## src/rtl/receptor_mdio.sv

```systemverilog
// MDIO responder: decodes 32-bit management frames on MDC/MDIO and services them from a
// small 16-bit register file. Optional preamble check enabled by MDIO_PREAMBLE_EN.
module receptor_mdio #(
  parameter logic [4:0] PHY_ADDR = 5'h01,
  parameter int         NUM_REGS = 8
) (
  input  logic        clk,
  input  logic        reset,
  input  logic        mdc,
  input  logic        mdio_out,
  input  logic        mdio_oe,
  output logic        mdio_in,
  output logic        mdio_in_oe,
  output logic        wr_stb,
  output logic [4:0]  wr_addr,
  output logic [15:0] wr_data,
  output logic        frame_err
);

  typedef enum logic [2:0] {
    S_IDLE, S_HDR, S_WR_TA, S_WR_DATA, S_RD_TA, S_RD_DATA, S_SKIP
  } state_t;

  state_t      state_q, state_d;
  logic [5:0]  bit_cnt_q, bit_cnt_d;
  logic [15:0] sr_q, sr_d;
  logic [4:0]  regad_q, regad_d;
  logic [15:0] rd_word_q, rd_word_d;
  logic        mdc_q;
  logic        mdio_in_q, mdio_in_d;
  logic        mdio_in_oe_q, mdio_in_oe_d;
  logic        wr_stb_q, wr_stb_d;
  logic [4:0]  wr_addr_q, wr_addr_d;
  logic [15:0] wr_data_q, wr_data_d;
  logic        frame_err_q, frame_err_d;
  logic [15:0] regs_q [NUM_REGS];
  logic [15:0] regs_d [NUM_REGS];
`ifdef MDIO_PREAMBLE_EN
  logic [5:0]  ones_q, ones_d;
`endif

  logic        mdio_line, rise, fall, start;
  logic [13:0] hdr;
  logic [15:0] word, rd_sel;

  assign mdio_line = mdio_oe ? mdio_out : 1'b1;
  assign rise      = mdc & ~mdc_q;
  assign fall      = ~mdc & mdc_q;
  assign hdr       = {sr_q[12:0], mdio_line};
  assign word      = {sr_q[14:0], mdio_line};

  // Unimplemented addresses read back as all ones.
  always_comb begin
    rd_sel = 16'hFFFF;
    for (int i = 0; i < NUM_REGS; i++)
      if (5'(i) == hdr[4:0]) rd_sel = regs_q[i];
  end

  always_comb begin
    state_d      = state_q;
    bit_cnt_d    = bit_cnt_q;
    sr_d         = sr_q;
    regad_d      = regad_q;
    rd_word_d    = rd_word_q;
    mdio_in_d    = mdio_in_q;
    mdio_in_oe_d = mdio_in_oe_q;
    wr_stb_d     = 1'b0;
    wr_addr_d    = wr_addr_q;
    wr_data_d    = wr_data_q;
    frame_err_d  = 1'b0;
    regs_d       = regs_q;
    start        = 1'b0;
`ifdef MDIO_PREAMBLE_EN
    ones_d       = ones_q;
`endif
    case (state_q)
      S_IDLE: if (fall) begin
`ifdef MDIO_PREAMBLE_EN
        if (mdio_line) ones_d = (ones_q == 6'd32) ? 6'd32 : ones_q + 6'd1;
        else begin
          ones_d = 6'd0;
          start  = (ones_q == 6'd32);
        end
`else
        start = ~mdio_line;
`endif
        if (start) begin
          state_d   = S_HDR;
          bit_cnt_d = 6'd1;
          sr_d      = 16'h0;
        end
      end
      S_HDR: if (fall) begin
        sr_d      = word;
        bit_cnt_d = bit_cnt_q + 6'd1;
        if (bit_cnt_q == 6'd13) begin
          regad_d = hdr[4:0];
          if (hdr[13:12] != 2'b01 || hdr[11:10] == 2'b00 || hdr[11:10] == 2'b11) begin
            frame_err_d = 1'b1;
            state_d     = S_SKIP;
          end else if (hdr[9:5] != PHY_ADDR) begin
            state_d = S_SKIP;
          end else if (hdr[11:10] == 2'b01) begin
            state_d = S_WR_TA;
          end else begin
            state_d   = S_RD_TA;
            rd_word_d = rd_sel;
          end
        end
      end
      S_WR_TA: if (fall) begin
        bit_cnt_d = bit_cnt_q + 6'd1;
        if (bit_cnt_q == 6'd15) state_d = S_WR_DATA;
      end
      S_WR_DATA: if (fall) begin
        sr_d      = word;
        bit_cnt_d = bit_cnt_q + 6'd1;
        if (bit_cnt_q == 6'd31) begin
          wr_stb_d  = 1'b1;
          wr_addr_d = regad_q;
          wr_data_d = word;
          for (int i = 0; i < NUM_REGS; i++)
            if (5'(i) == regad_q) regs_d[i] = word;
          state_d   = S_IDLE;
          bit_cnt_d = 6'd0;
        end
      end
      // Read side counts MDC rises: 14 -> TA1 (stay off), 15 -> TA2 (drive 0).
      S_RD_TA: if (rise) begin
        bit_cnt_d = bit_cnt_q + 6'd1;
        if (bit_cnt_q == 6'd15) begin
          mdio_in_oe_d = 1'b1;
          mdio_in_d    = 1'b0;
          state_d      = S_RD_DATA;
        end
      end
      S_RD_DATA: if (rise) begin
        if (bit_cnt_q == 6'd32) begin
          mdio_in_oe_d = 1'b0;
          mdio_in_d    = 1'b1;
          state_d      = S_IDLE;
          bit_cnt_d    = 6'd0;
        end else begin
          mdio_in_d = rd_word_q[~bit_cnt_q[3:0]];
          bit_cnt_d = bit_cnt_q + 6'd1;
        end
      end
      S_SKIP: if (fall) begin
        bit_cnt_d = bit_cnt_q + 6'd1;
        if (bit_cnt_q == 6'd31) begin
          state_d   = S_IDLE;
          bit_cnt_d = 6'd0;
        end
      end
      default: state_d = S_IDLE;
    endcase
  end

  always_ff @(posedge clk) mdc_q <= mdc;

  always_ff @(posedge clk) begin
    if (reset) begin
      state_q      <= S_IDLE;
      bit_cnt_q    <= 6'd0;
      sr_q         <= 16'h0;
      regad_q      <= 5'h0;
      rd_word_q    <= 16'h0;
      mdio_in_q    <= 1'b1;
      mdio_in_oe_q <= 1'b0;
      wr_stb_q     <= 1'b0;
      wr_addr_q    <= 5'h0;
      wr_data_q    <= 16'h0;
      frame_err_q  <= 1'b0;
      for (int i = 0; i < NUM_REGS; i++) regs_q[i] <= 16'h0;
`ifdef MDIO_PREAMBLE_EN
      ones_q       <= 6'd0;
`endif
    end else begin
      state_q      <= state_d;
      bit_cnt_q    <= bit_cnt_d;
      sr_q         <= sr_d;
      regad_q      <= regad_d;
      rd_word_q    <= rd_word_d;
      mdio_in_q    <= mdio_in_d;
      mdio_in_oe_q <= mdio_in_oe_d;
      wr_stb_q     <= wr_stb_d;
      wr_addr_q    <= wr_addr_d;
      wr_data_q    <= wr_data_d;
      frame_err_q  <= frame_err_d;
      regs_q       <= regs_d;
`ifdef MDIO_PREAMBLE_EN
      ones_q       <= ones_d;
`endif
    end
  end

  assign mdio_in    = mdio_in_q;
  assign mdio_in_oe = mdio_in_oe_q;
  assign wr_stb     = wr_stb_q;
  assign wr_addr    = wr_addr_q;
  assign wr_data    = wr_data_q;
  assign frame_err  = frame_err_q;

endmodule
```

## config.mk

```make
export PLATFORM = sky130hd
export DESIGN_NAME = receptor_mdio
export DESIGN_NICKNAME = d
export VERILOG_FILES = /design/src/rtl/receptor_mdio.sv
export SDC_FILE = /design/constraint.sdc
export NUM_CORES = 1
export LEC_CHECK = 0
export BUFFER_PORTS_ARGS = -buffer_cell sky130_fd_sc_hd__buf_2
export CAP_MARGIN = 20
export CORE_ASPECT_RATIO = 1.1
export CORE_MARGIN = 2
export CORE_UTILIZATION = 43
export DETAILED_ROUTE_END_ITERATION = 8
export GPL_TIMING_DRIVEN = 1
export HOLD_SLACK_MARGIN = 0.15
export PLACE_DENSITY_LB_ADDON = 0.3
export SLEW_MARGIN = 5
export SYNTH_ARGS = -nofsm -noshare
export SYNTH_HDL_FRONTEND = slang
export SYNTH_SLANG_ARGS = --single-unit
```

## constraint.sdc

```tcl
create_clock -name clk -period 6.3 [get_ports clk]
set_input_delay 1.26 -clock clk [delete_from_list [all_inputs] [get_ports clk]]
set_output_delay 1.26 -clock clk [all_outputs]
set_load 0.02 [all_outputs]
```

==> qor.txt, run 1 <==
outcome -> finished clean
synth top area cells -> dfxtp_1 45%, mux2i_1 15%, nor2_1 6.7%, a21oi_1 3.8%, nand2_1 3.2%
final wirelength -> 23100 µm
total global routing overflow -> 0
hold path cells -> 2
worst hold start -> wr_data[11]
Max Cap Violations -> 0
Initial Util -> 44.1%
Tightest Pin Transition -> 1.09 ns
crit path kind -> in2reg
CTS clk-pin slew, worst paths -> 0.07 ns
Hold Path End -> wr_data[11]
CP cell instances -> buf_2, and4bb_4, nand4_4, or4_1, mux2i_1, nor2_1
Final Max Slew Viols -> 0
Hold Fails Final Rpt -> 0
Hold-fix buffers, CTS -> 0
CP max stage delay -> 1.11 ns
Post-Syn Area -> 8810 µm²
class of the most critical hold timing path -> reg2reg
DIE AREA -> 21700 µm²
critical path endpoint category -> flop
post-CTS setup buffer count -> 0
sequential share of the synthesized area -> 45.2%
Avg WL per Cell -> 18.9 µm
Antenna Nets Post-Route -> 0
CTS Sinks -> 199
ant diodes -> 0
clk root buf -> clkbuf_16
# DRC -> 0
crit path launch type -> primary input
Worst Skew -> 0.0126 ns
synth warn -> 0
Die Width -> 141 µm
critical path peak fanout -> 23
final instance area -> 9560 µm²
DRT Pass-1 Iters -> 5
FF-to-FF setup slack -> 3.04 ns
Async S/R FF share, synth -> 0%
Chip Height -> 154 µm
total clock buffers created by CTS -> 17
Post-Syn Nets -> 995
dpl cell area -> 8970 µm²
Synth-to-Final Area Change -> 8.46%
via count -> 7026
deepest clock path buffer count -> 2
# H-tree levels -> 4
Final setup viols -> 0
Mapped Cells -> 987
first-pass GRT wire length -> 37400 µm
Yosys cell types -> 66
reg2reg start -> bit_cnt_q[0]
dpl hpwl -> 14600 µm
synthesized flop and latch total -> 199
clk_lat worst skew -> 0.44 ns
number of flops mapped to enable cells by yosys -> 0
CTS tree -> built
required time worst endpoint -> 6.59 ns
Main synth FF type -> dfxtp_1
gpl congestion -> 0.800
gr usage total -> 21.9%
Fin Setup TNS -> 0 ns
WP data arrival -> 3.61 ns
drt initial violations -> 593
PwrDens -> 254 nW/µm²
Via density -> 5.76
min Tclk post-route -> 3.32 ns
top-count cell post-synth -> dfxtp_1
vias in the first global route -> 6884
max_slew headroom -> 27.1%
Commonest cells post-synth -> 199 x dfxtp_1, 158 x nor2_1, 136 x mux2i_1
worst vdd ir -> 0.163 mV
reg2reg path depth -> 6
layout cell share with drive strength beyond 1 -> 9.40%
Port Buffers -> 29
core area -> 20000 µm²
reg-to-reg endpoint -> regs_q[16]
initial antenna violation count -> 0
Layout fillers -> 1941
cts repair resizes -> 0
Leak -> 0.00417 µW
Crit-path slowest cell -> or4_1
top cell type by total area after synthesis -> dfxtp_1
pin count of the biggest net entering global routing -> 117
Yosys top cell area share -> 45.2%
Post-Syn Area per Cell -> 8.93 µm²
# IOs -> 30
RSZ-0062 raised after global routing -> no
row cnt -> 54
nets@finish -> 964
Final period util -> 52.7%
Fmax achieved -> 301 MHz
==> per-layer routing <==
metal / part of all wire [%] / global-route usage (%) / up-vias
li1: - / - / 3395
met1: 44 / 29.0 / 3436
met2: 48 / 35.9 / 160
met3: 5.2 / 3.74 / 35
met4: 2.5 / 8.33 / 0
met5: 0 / 0 / -
==> power by group <==
group / total [µW] / switching [µW] / internal [µW]
logic: 72.9 / 54.6 / 18.3
clock network: 1090 / 460 / 633
registers: 1260 / 4.69 / 1260
total: 2430 / 519 / 1910
==> logic make-up (layout without fill, tap and decap cells) <==
group                    Yosys count  count (layout)  share of synthesized area [%]
flip-flops                       199             199                           45.2
XOR/XNOR                           4               4                          0.397
buffers and inverters            100              81                           5.10
AO/OA/AOI/OAI                    188             188                           13.4
multiplexers                     142             142                           16.7
adder cells (fa/ha/maj)            4               4                          0.539
AND/OR/NAND/NOR                  350             350                           18.7
==> stage by stage <==
stage	total power, µW	util [%]	hold WS (ns)	instances	setup slack (ns)
3_3_place_gp	1360	44.8	0.445	1187	2.58
2_1_floorplan	1340	-	0.435	987	3.48
5_1_grt	2500	47.8	0.475	1220	2.86
6_report	2430	47.8	0.453	1220	2.98
3_5_place_dp	1360	44.9	0.446	1188	2.55
4_1_cts	2440	47.8	0.456	1219	2.98
==> registers in the layout, indices dropped and copies added (netlist names), 3 cells and up <==
register   cells
bit_cnt_q      6
rd_word_q     16
regad_q        5
regs_q       128
sr_q          15
state_q        3
wr_addr        5
wr_data       16
==> worst max-delay path by stage <==
stage                 startpoint         end  slack [ns]  depth (start not counted)
floorplan                    mdc  regs_q[21]        3.48                          7
global placement             mdc  regs_q[28]        2.58                          6
detailed placement           mdc  regs_q[21]        2.55                          6
CTS                          mdc  regs_q[16]        2.98                          6
global route        bit_cnt_q[0]  regs_q[16]        2.86                          6
finish                       mdc  regs_q[16]        2.98                          6
==> placed cells by master, fill, tap and decap left out, drive strengths merged, types with 3 or more instances in the layout <==
cell	instances
nor2	158
o21ai	41
mux4	4
nand4	6
xnor2	4
nor3b	4
clkbuf	23
a211oi	11
bufinv	3
o31ai	3
o22ai	18
a31oi	3
buf	44
or3	6
ha	3
nand2b	4
mux2i	136
a21oi	67
and2	3
o32a	9
nand2	74
clkinv	3
nand3	44
and3	3
a221oi	3
inv	6
dfxtp	199
nor2b	10
o211ai	3
o22a	7
nor3	19
==> critical path, delay by kind of cell <==
family | cells | cell delay (ns)
AND/OR/NAND/NOR | 4 | 1.86
multiplexers | 1 | 0.34
buffers and inverters | 1 | 0.13
==> area by class of cell <==
class                   instances  area [µm²]  share of cell area [%]
clock inverters                 8         124                    1.30
well taps                     252         315                    3.30
clock buffers                  23         458                    4.79
inverters                       6        22.5                   0.236
flip-flops and latches        199        3980                    41.7
multi-input cells             688        4390                    45.9
repair buffers                 44         264                    2.76
No activity file was read; power rests on OpenSTA's default activity.
==> inputs of run 2 (changes only) <==
Clock period 6.3 ns to 3.3 ns, I/O delays scaled along.
==> run 2 against run 1 <==
Net effect:
- worst hold slack got worse by 0.078 ns
- via count grew 2.7%
- global-route usage up 0.63 points
- die area is the same
- worst setup slack worse by 2.3 ns
- critical path type is now reg2reg
- critical endpoint is now rd_word_q[12]
- largest cell class unchanged
- highest routed layer unchanged
==> qor.txt, run 2 (synthesis gave the netlist of run 1 again) <==
max_slew headroom -> 47.8% (was 27.1%)
# IOs -> 30 (unchanged)
# DRC -> 0 (unchanged)
cell family with most CP delay -> simple AND/OR/NAND/NOR gates (unchanged)
commonest cells after routing, fill and taps aside -> 199 x dfxtp_1, 158 x nor2_1, 136 x mux2i_1, 74 x nand2_1, 67 x a21oi_1 (unchanged)
dpl hpwl -> 15400 µm (was 14600 µm)
Die Width -> 141 µm (unchanged)
max reg flops -> 128 (unchanged)
vias in the first global route -> 6810 (was 6884)
Antenna Nets Post-Route -> 0 (unchanged)
Worst Skew -> 0.0168 ns (was 0.0126 ns)
Synth-to-Final Area Change -> 10.5% (was 8.46%)
Via density -> 5.79 (was 5.76)
gr usage total -> 22.5% (was 21.9%)
critical path peak fanout -> 19 (was 23)
switching fraction of total power -> 23.8% (was 21.4%)
core area -> 20000 µm² (unchanged)
crit path kind -> reg2reg (was in2reg)
critical path endpoint category -> flop (unchanged)
min Tclk post-route -> 2.62 ns
Final Max Slew Viols -> 0 (unchanged)
worst vdd ir -> 0.359 mV (was 0.163 mV)
Hold Fails Final Rpt -> 0 (unchanged)
met3 wire length -> 1110 µm (was 1200 µm)
Top reg by flops -> regs_q (unchanged)
CTS Sinks -> 199 (unchanged)
Max Cap Violations -> 0 (unchanged)
Final setup viols -> 0 (unchanged)
Int Pwr -> 3500 µW (was 1910 µW)
Sequential Power Share -> 52.4% (was 52.0%)
ant diodes -> 0 (unchanged)
clk root buf -> clkbuf_16 (unchanged)
CP max stage delay -> 0.73 ns (was 1.11 ns)
Crit-path slowest cell -> or3_1 (was or4_1)
post-CTS setup buffer count -> 0 (unchanged)
deepest clock path buffer count -> 2 (unchanged)
clock share of power -> 44.4% (was 45.0%)
# H-tree levels -> 4 (unchanged)
CTS tree -> built (unchanged)
Leak -> 0.00430 µW (was 0.00417 µW)
via count -> 7214 (was 7026)
Final period util -> 79.4%
initial antenna violation count -> 0 (unchanged)
Fmax achieved -> 381 MHz
Tightest Pin Transition -> 0.783 ns (was 1.09 ns)
Core Util, Final -> 48.7% (was 47.8%)
outcome -> finished clean (unchanged)
post-route insts no fill -> 1247 (was 1220)
final wirelength -> 24000 µm (was 23100 µm)
Worst Path Buf+Inv -> 0 (was 1)
total clock buffers created by CTS -> 17 (unchanged)
PwrDens -> 471 nW/µm² (was 254 nW/µm²)
required time worst endpoint -> 3.59 ns (was 6.59 ns)
critical path's most frequent cell -> a211oi_1
placed cell count -> 1215 (was 1188)
Chip Height -> 154 µm (unchanged)
pin count of the biggest net entering global routing -> 75 (was 117)
Initial Util -> 44.1% (unchanged)
total global routing overflow -> 0 (unchanged)
CP cell instances -> ha_1, and4b_1, nand3_2, or3_1, a211oi_1, a211oi_1 (was buf_2, and4bb_4, nand4_4, or4_1, mux2i_1, nor2_1)
uppermost routed layer -> met4 (unchanged)
class of the most critical hold timing path -> in2reg (was reg2reg)
Post-Route M1 WL -> 11000 µm (was 10200 µm)
Comb pwr share -> 3.2% (was 3.0%)
WP data arrival -> 2.91 ns (was 3.61 ns)
row cnt -> 54 (unchanged)
drt initial violations -> 601 (was 593)
Avg WL per Cell -> 19.3 µm (was 18.9 µm)
CTS clk-pin slew, worst paths -> 0.08 ns (was 0.07 ns)
RSZ-0062 raised after global routing -> no (unchanged)
Port Buffers -> 29 (unchanged)
gpl congestion -> 0.841 (was 0.800)
first-pass GRT wire length -> 38400 µm (was 37400 µm)
crit path launch type -> flop (was primary input)
cts repair resizes -> 0 (unchanged)
nets@finish -> 990 (was 964)
clk_lat worst skew -> 0.45 ns (was 0.44 ns)
wire length on met2 -> 11200 µm (was 11100 µm)
P_sw -> 1090 µW (was 519 µW)
layout cell share with drive strength beyond 1 -> 12.4% (was 9.40%)
Layout fillers -> 1898 (was 1941)
commonest non-fill, non-tap cell in the layout -> dfxtp_1 (unchanged)
Fin Setup TNS -> 0 ns (unchanged)
DIE AREA -> 21700 µm² (unchanged)
DRT Pass-1 Iters -> 5 (unchanged)
Hold-fix buffers, CTS -> 0 (unchanged)
## run 2: cell count changes in the layout (fill, tap and decap cells not counted), sizes merged
cell,before,now
clkinvlp,2,1
clkbuf,23,17
bufinv,3,1
clkinv,3,6
inv,6,13
buf,44,70
## run 2: final timing paths
kind | start | end | slack (ns) | cells after the start
worst max-delay path | bit_cnt_q[0] | rd_word_q[12] | 0.68 | 6
worst min-delay path | mdc | mdc_q | 0.37 | 1
worst max register to register | bit_cnt_q[0] | rd_word_q[12] | 0.68 | 6
worst min register to register | wr_data[7] | wr_data[7] | 0.45 | 2
## run 2: worst reg2reg max path, cell delays in order, from the launching register on
cell	delay [ns]
dfxtp_1	0.61
ha_1	0.23
and4b_1	0.29
nand3_2	0.19
or3_1	0.73
a211oi_1	0.32
a211oi_1	0.11
## run 2: per-stage QoR
stage / setup WS (ns) / hold slack, ns / total power (µW) / area [µm²]
4_1_cts: 0.684 / 0.368 / 4610 / 9740
6_report: 0.678 / 0.375 / 4590 / 9740
3_5_place_dp: 0.652 / 0.446 / 2610 / 9170
2_1_floorplan: 1.08 / 0.435 / 2560 / 8810
5_1_grt: 0.468 / 0.377 / 4720 / 9740
3_3_place_gp: 0.653 / 0.443 / 2610 / 9170
## run 2: area by class of cell
class	count	area, µm²	area share [%]
Clock buffer	17	425	4.37
Clock inverter	15	140	1.44
Timing Repair Buffer	70	459	4.71
Sequential cell	199	3980	40.9
Inverter	6	22.5	0.231
Tap cell	252	315	3.24
Multi-Input combinational cell	688	4390	45.1
## run 2: power groups by stage
stage	logic [µW]	clock network [µW]	registers [µW]
final	147	2040	2410
after global routing	159	2150	2410
after CTS	146	2060	2410
after detailed placement	145	0	2460
after global placement	145	0	2460
after floorplan	102	0	2460
## run 2: metal layers
metal / vias up / GRT usage [%]
met5: - / 0
met1: 3516 / 30.6
li1: 3469 / -
met3: 46 / 3.64
met4: 0 / 8.14
met2: 183 / 36.3
==> inputs of run 3 (changes only) <==
Settings changed: ABC_AREA set to 1.
Clock period 3.3 ns to 2.7 ns, I/O delays scaled along.
==> run 3 against run 2 <==
Net effect:
- clock power rose by 25%
- register-to-register slack got worse by 0.36 ns
- maximum frequency rose by 10%
- clock skew fell by 0.00093 ns
- area after synthesis rose by 2.2%
- combinational power rose to 13 times the previous value
- cell count rose by 16%
- highest routed layer unchanged
==> qor.txt, run 3 <==
outcome -> finished clean (unchanged)
total global routing overflow -> 0 (unchanged)
number of flops mapped to enable cells by yosys -> 0 (unchanged)
Port Buffers -> 29 (unchanged)
Main synth FF type -> dfxtp_1 (unchanged)
total clock buffers created by CTS -> 17 (unchanged)
Initial Util -> 43.8% (was 44.1%)
WP data arrival -> 2.70 ns (was 2.91 ns)
Post-Syn Area -> 9010 µm² (was 8810 µm²)
critical path's most frequent cell -> nand2_2 (was a211oi_1)
# H-tree levels -> 4 (unchanged)
class of the most critical hold timing path -> in2reg (unchanged)
cell family with most CP delay -> simple AND/OR/NAND/NOR gates (unchanged)
Fin Setup TNS -> 0 ns (unchanged)
# IOs -> 30 (unchanged)
reg-to-reg endpoint -> regs_q[13] (was rd_word_q[12])
Hold Fails Final Rpt -> 0 (unchanged)
crit path launch type -> flop (unchanged)
gr usage total -> 22.3% (was 22.5%)
Final period util -> 88.1% (was 79.4%)
Async S/R FF share, synth -> 0% (unchanged)
area occupied by multi-input gates -> 4160 µm² (was 4390 µm²)
top-count cell post-synth -> dfxtp_1 (unchanged)
DRT Pass-1 Iters -> 5 (unchanged)
Leak -> 0.00383 µW (was 0.00430 µW)
Fmax achieved -> 421 MHz (was 381 MHz)
Worst Path Buf+Inv -> 0 (unchanged)
synthesized flop and latch total -> 199 (unchanged)
critical path endpoint category -> flop (unchanged)
Max Cap Violations -> 0 (unchanged)
Hold-fix buffers, CTS -> 0 (unchanged)
FF+latch area -> 3980 µm² (unchanged)
# DRC -> 0 (unchanged)
Yosys cell types -> 40 (was 66)
core area -> 20600 µm² (was 20000 µm²)
synth top area cells -> dfxtp_1 44%, a21oi_1 7.3%, nor2_1 7.0%, o21ai_0 6.5%, a211oi_2 5.8% (was dfxtp_1 45%, mux2i_1 15%, nor2_1 6.7%, a21oi_1 3.8%, nand2_1 3.2%)
Final Max Slew Viols -> 0 (unchanged)
deepest clock path buffer count -> 2 (unchanged)
RSZ-0062 raised after global routing -> no (unchanged)
Avg WL per Cell -> 16.5 µm (was 19.3 µm)
via count -> 7684 (was 7214)
worst setup path start -> bit_cnt_q[1] (was bit_cnt_q[0])
Yosys top cell area share -> 44.2% (was 45.2%)
CTS Sinks -> 199 (unchanged)
layout cell share with drive strength beyond 1 -> 16.2% (was 12.4%)
Post-Syn Nets -> 1169 (was 995)
cts repair resizes -> 0 (unchanged)
WP depth -> 8 (was 6)
clk root buf -> clkbuf_16 (unchanged)
Post-Syn Area per Cell -> 7.76 µm² (was 8.93 µm²)
commonest cells after routing, fill and taps aside -> 199 x dfxtp_1, 168 x nor2_1, 131 x a21oi_1, 126 x nand2_1, 122 x inv_1 (was 199 x dfxtp_1, 158 x nor2_1, 136 x mux2i_1, 74 x nand2_1, 67 x a21oi_1)
reg2reg path depth -> 8 (was 6)
max reg flops -> 128 (unchanged)
Layout fillers -> 1986 (was 1898)
row cnt -> 55 (was 54)
pin count of the biggest net entering global routing -> 50 (was 75)
min Tclk post-route -> 2.38 ns (was 2.62 ns)
Top reg by flops -> regs_q (unchanged)
PwrDens -> 765 nW/µm² (was 471 nW/µm²)
CP max stage delay -> 0.51 ns (was 0.73 ns)
ant diodes -> 0 (unchanged)
CP cell instances -> ha_1, nand2_2, nor2_4, nand2_2, nor2_8, nand3_2, o21ai_0, nor2_1 (was ha_1, and4b_1, nand3_2, or3_1, a211oi_1, a211oi_1)
nets@finish -> 1180 (was 990)
first-pass GRT wire length -> 38500 µm (was 38400 µm)
Die Width -> 142 µm (was 141 µm)
Worst Skew -> 0.0159 ns (was 0.0168 ns)
gpl congestion -> 0.864 (was 0.841)
synth warn -> 0 (unchanged)
commonest non-fill, non-tap cell in the layout -> dfxtp_1 (unchanged)
sequential share of the synthesized area -> 44.2% (was 45.2%)
reg2reg start -> bit_cnt_q[1] (was bit_cnt_q[0])
final wirelength -> 23800 µm (was 24000 µm)
placed cell count -> 1409 (was 1215)
required time worst endpoint -> 3.03 ns (was 3.59 ns)
initial antenna violation count -> 0 (unchanged)
FF-to-FF setup slack -> 0.32 ns (was 0.68 ns)
worst vdd ir -> 0.420 mV (was 0.359 mV)
max_slew headroom -> 51.2% (was 47.8%)
post-route insts no fill -> 1441 (was 1247)
DIE AREA -> 22100 µm² (was 21700 µm²)
Via density -> 5.33 (was 5.79)
Commonest cells post-synth -> 199 x dfxtp_1, 168 x nor2_1, 131 x a21oi_1 (was 199 x dfxtp_1, 158 x nor2_1, 136 x mux2i_1)
Tightest Pin Transition -> 0.731 ns (was 0.783 ns)
Chip Height -> 156 µm (was 154 µm)
Final setup viols -> 0 (unchanged)
Mapped Cells -> 1161 (was 987)
Synth-to-Final Area Change -> 10.3% (was 10.5%)
drt initial violations -> 520 (was 601)
CP endpoint -> regs_q[13] (was rd_word_q[12])
crit path kind -> reg2reg (unchanged)
clk_lat worst skew -> 0.45 ns (about the same)
Antenna Nets Post-Route -> 0 (unchanged)
vias in the first global route -> 7083 (was 6810)
CTS clk-pin slew, worst paths -> 0.07 ns (was 0.08 ns)
top cell type by total area after synthesis -> dfxtp_1 (unchanged)
CTS tree -> built (unchanged)
critical path peak fanout -> 25 (was 19)
dpl hpwl -> 16300 µm (was 15400 µm)
post-CTS setup buffer count -> 0 (unchanged)
Crit-path slowest cell -> dfxtp_1 (was or3_1)
## run 3: cell types whose count changed after synthesis, moves of 42 or more
cell      delta
mux2i_1    -136
inv_1      +116
o21ai_0     +77
a21oi_1     +64
nand2_1     +52
a211oi_2    +42
## run 3: power breakdown
part           total (µW)  internal, µW  switching [µW]  leakage (µW)
clock                2560          1300            1270      0.000296
sequential           3170          3020             149       0.00160
combinational        1870           523            1350       0.00193
total                7600          4840            2770       0.00383
## run 3: final cells by class
cell class	instances	area share, %
clock buffer	19	4.56
clock inverter	13	1.45
inverter	137	5.17
multi-input combinational	761	41.9
sequential	199	40.1
tap	256	3.22
timing repair buffer	56	3.65
## run 3: per-stage QoR
stage	cell area, µm²	hold slack, ns	setup WS [ns]	utilization [%]	power, µW
finish	9940	0.212	0.322	48.3	7600
global placement	9340	0.438	0.400	45.4	5070
CTS	9940	0.203	0.314	48.3	7610
global route	9940	0.201	0.0317	48.3	7960
floorplan	9010	0.430	0.868	-	4440
detailed placement	9340	0.443	0.332	45.4	5070
## run 3: per-layer routing
layer	vias to the layer above	GRT usage (%)	part of all wire (%)
met5	-	0	0
met4	0	6.33	1.8
met3	27	4.24	4.3
met2	176	36.2	46
met1	3602	30.3	47
li1	3879	-	-
## run 3: cell families (layout without fill, tap and decap cells)
family / Yosys count / after routing / share of synthesized area (%)
simple gates: 407 / 407 / 21.4
compound gates: 351 / 351 / 24.4
buf+inv: 201 / 225 / 9.57
flops: 199 / 199 / 44.2
fa+ha+maj: 3 / 3 / 0.417
## run 3: worst min path at each step
stage	start	to	slack, ns	cells past startpoint
after detailed placement	regs_q[17]	regs_q[17]	0.44	2
after global routing	mdc	mdc_q	0.20	1
after floorplan	regs_q[29]	regs_q[29]	0.43	2
final	mdc	mdc_q	0.21	1
after global placement	regs_q[7]	regs_q[7]	0.44	2
after CTS	mdc	mdc_q	0.20	1
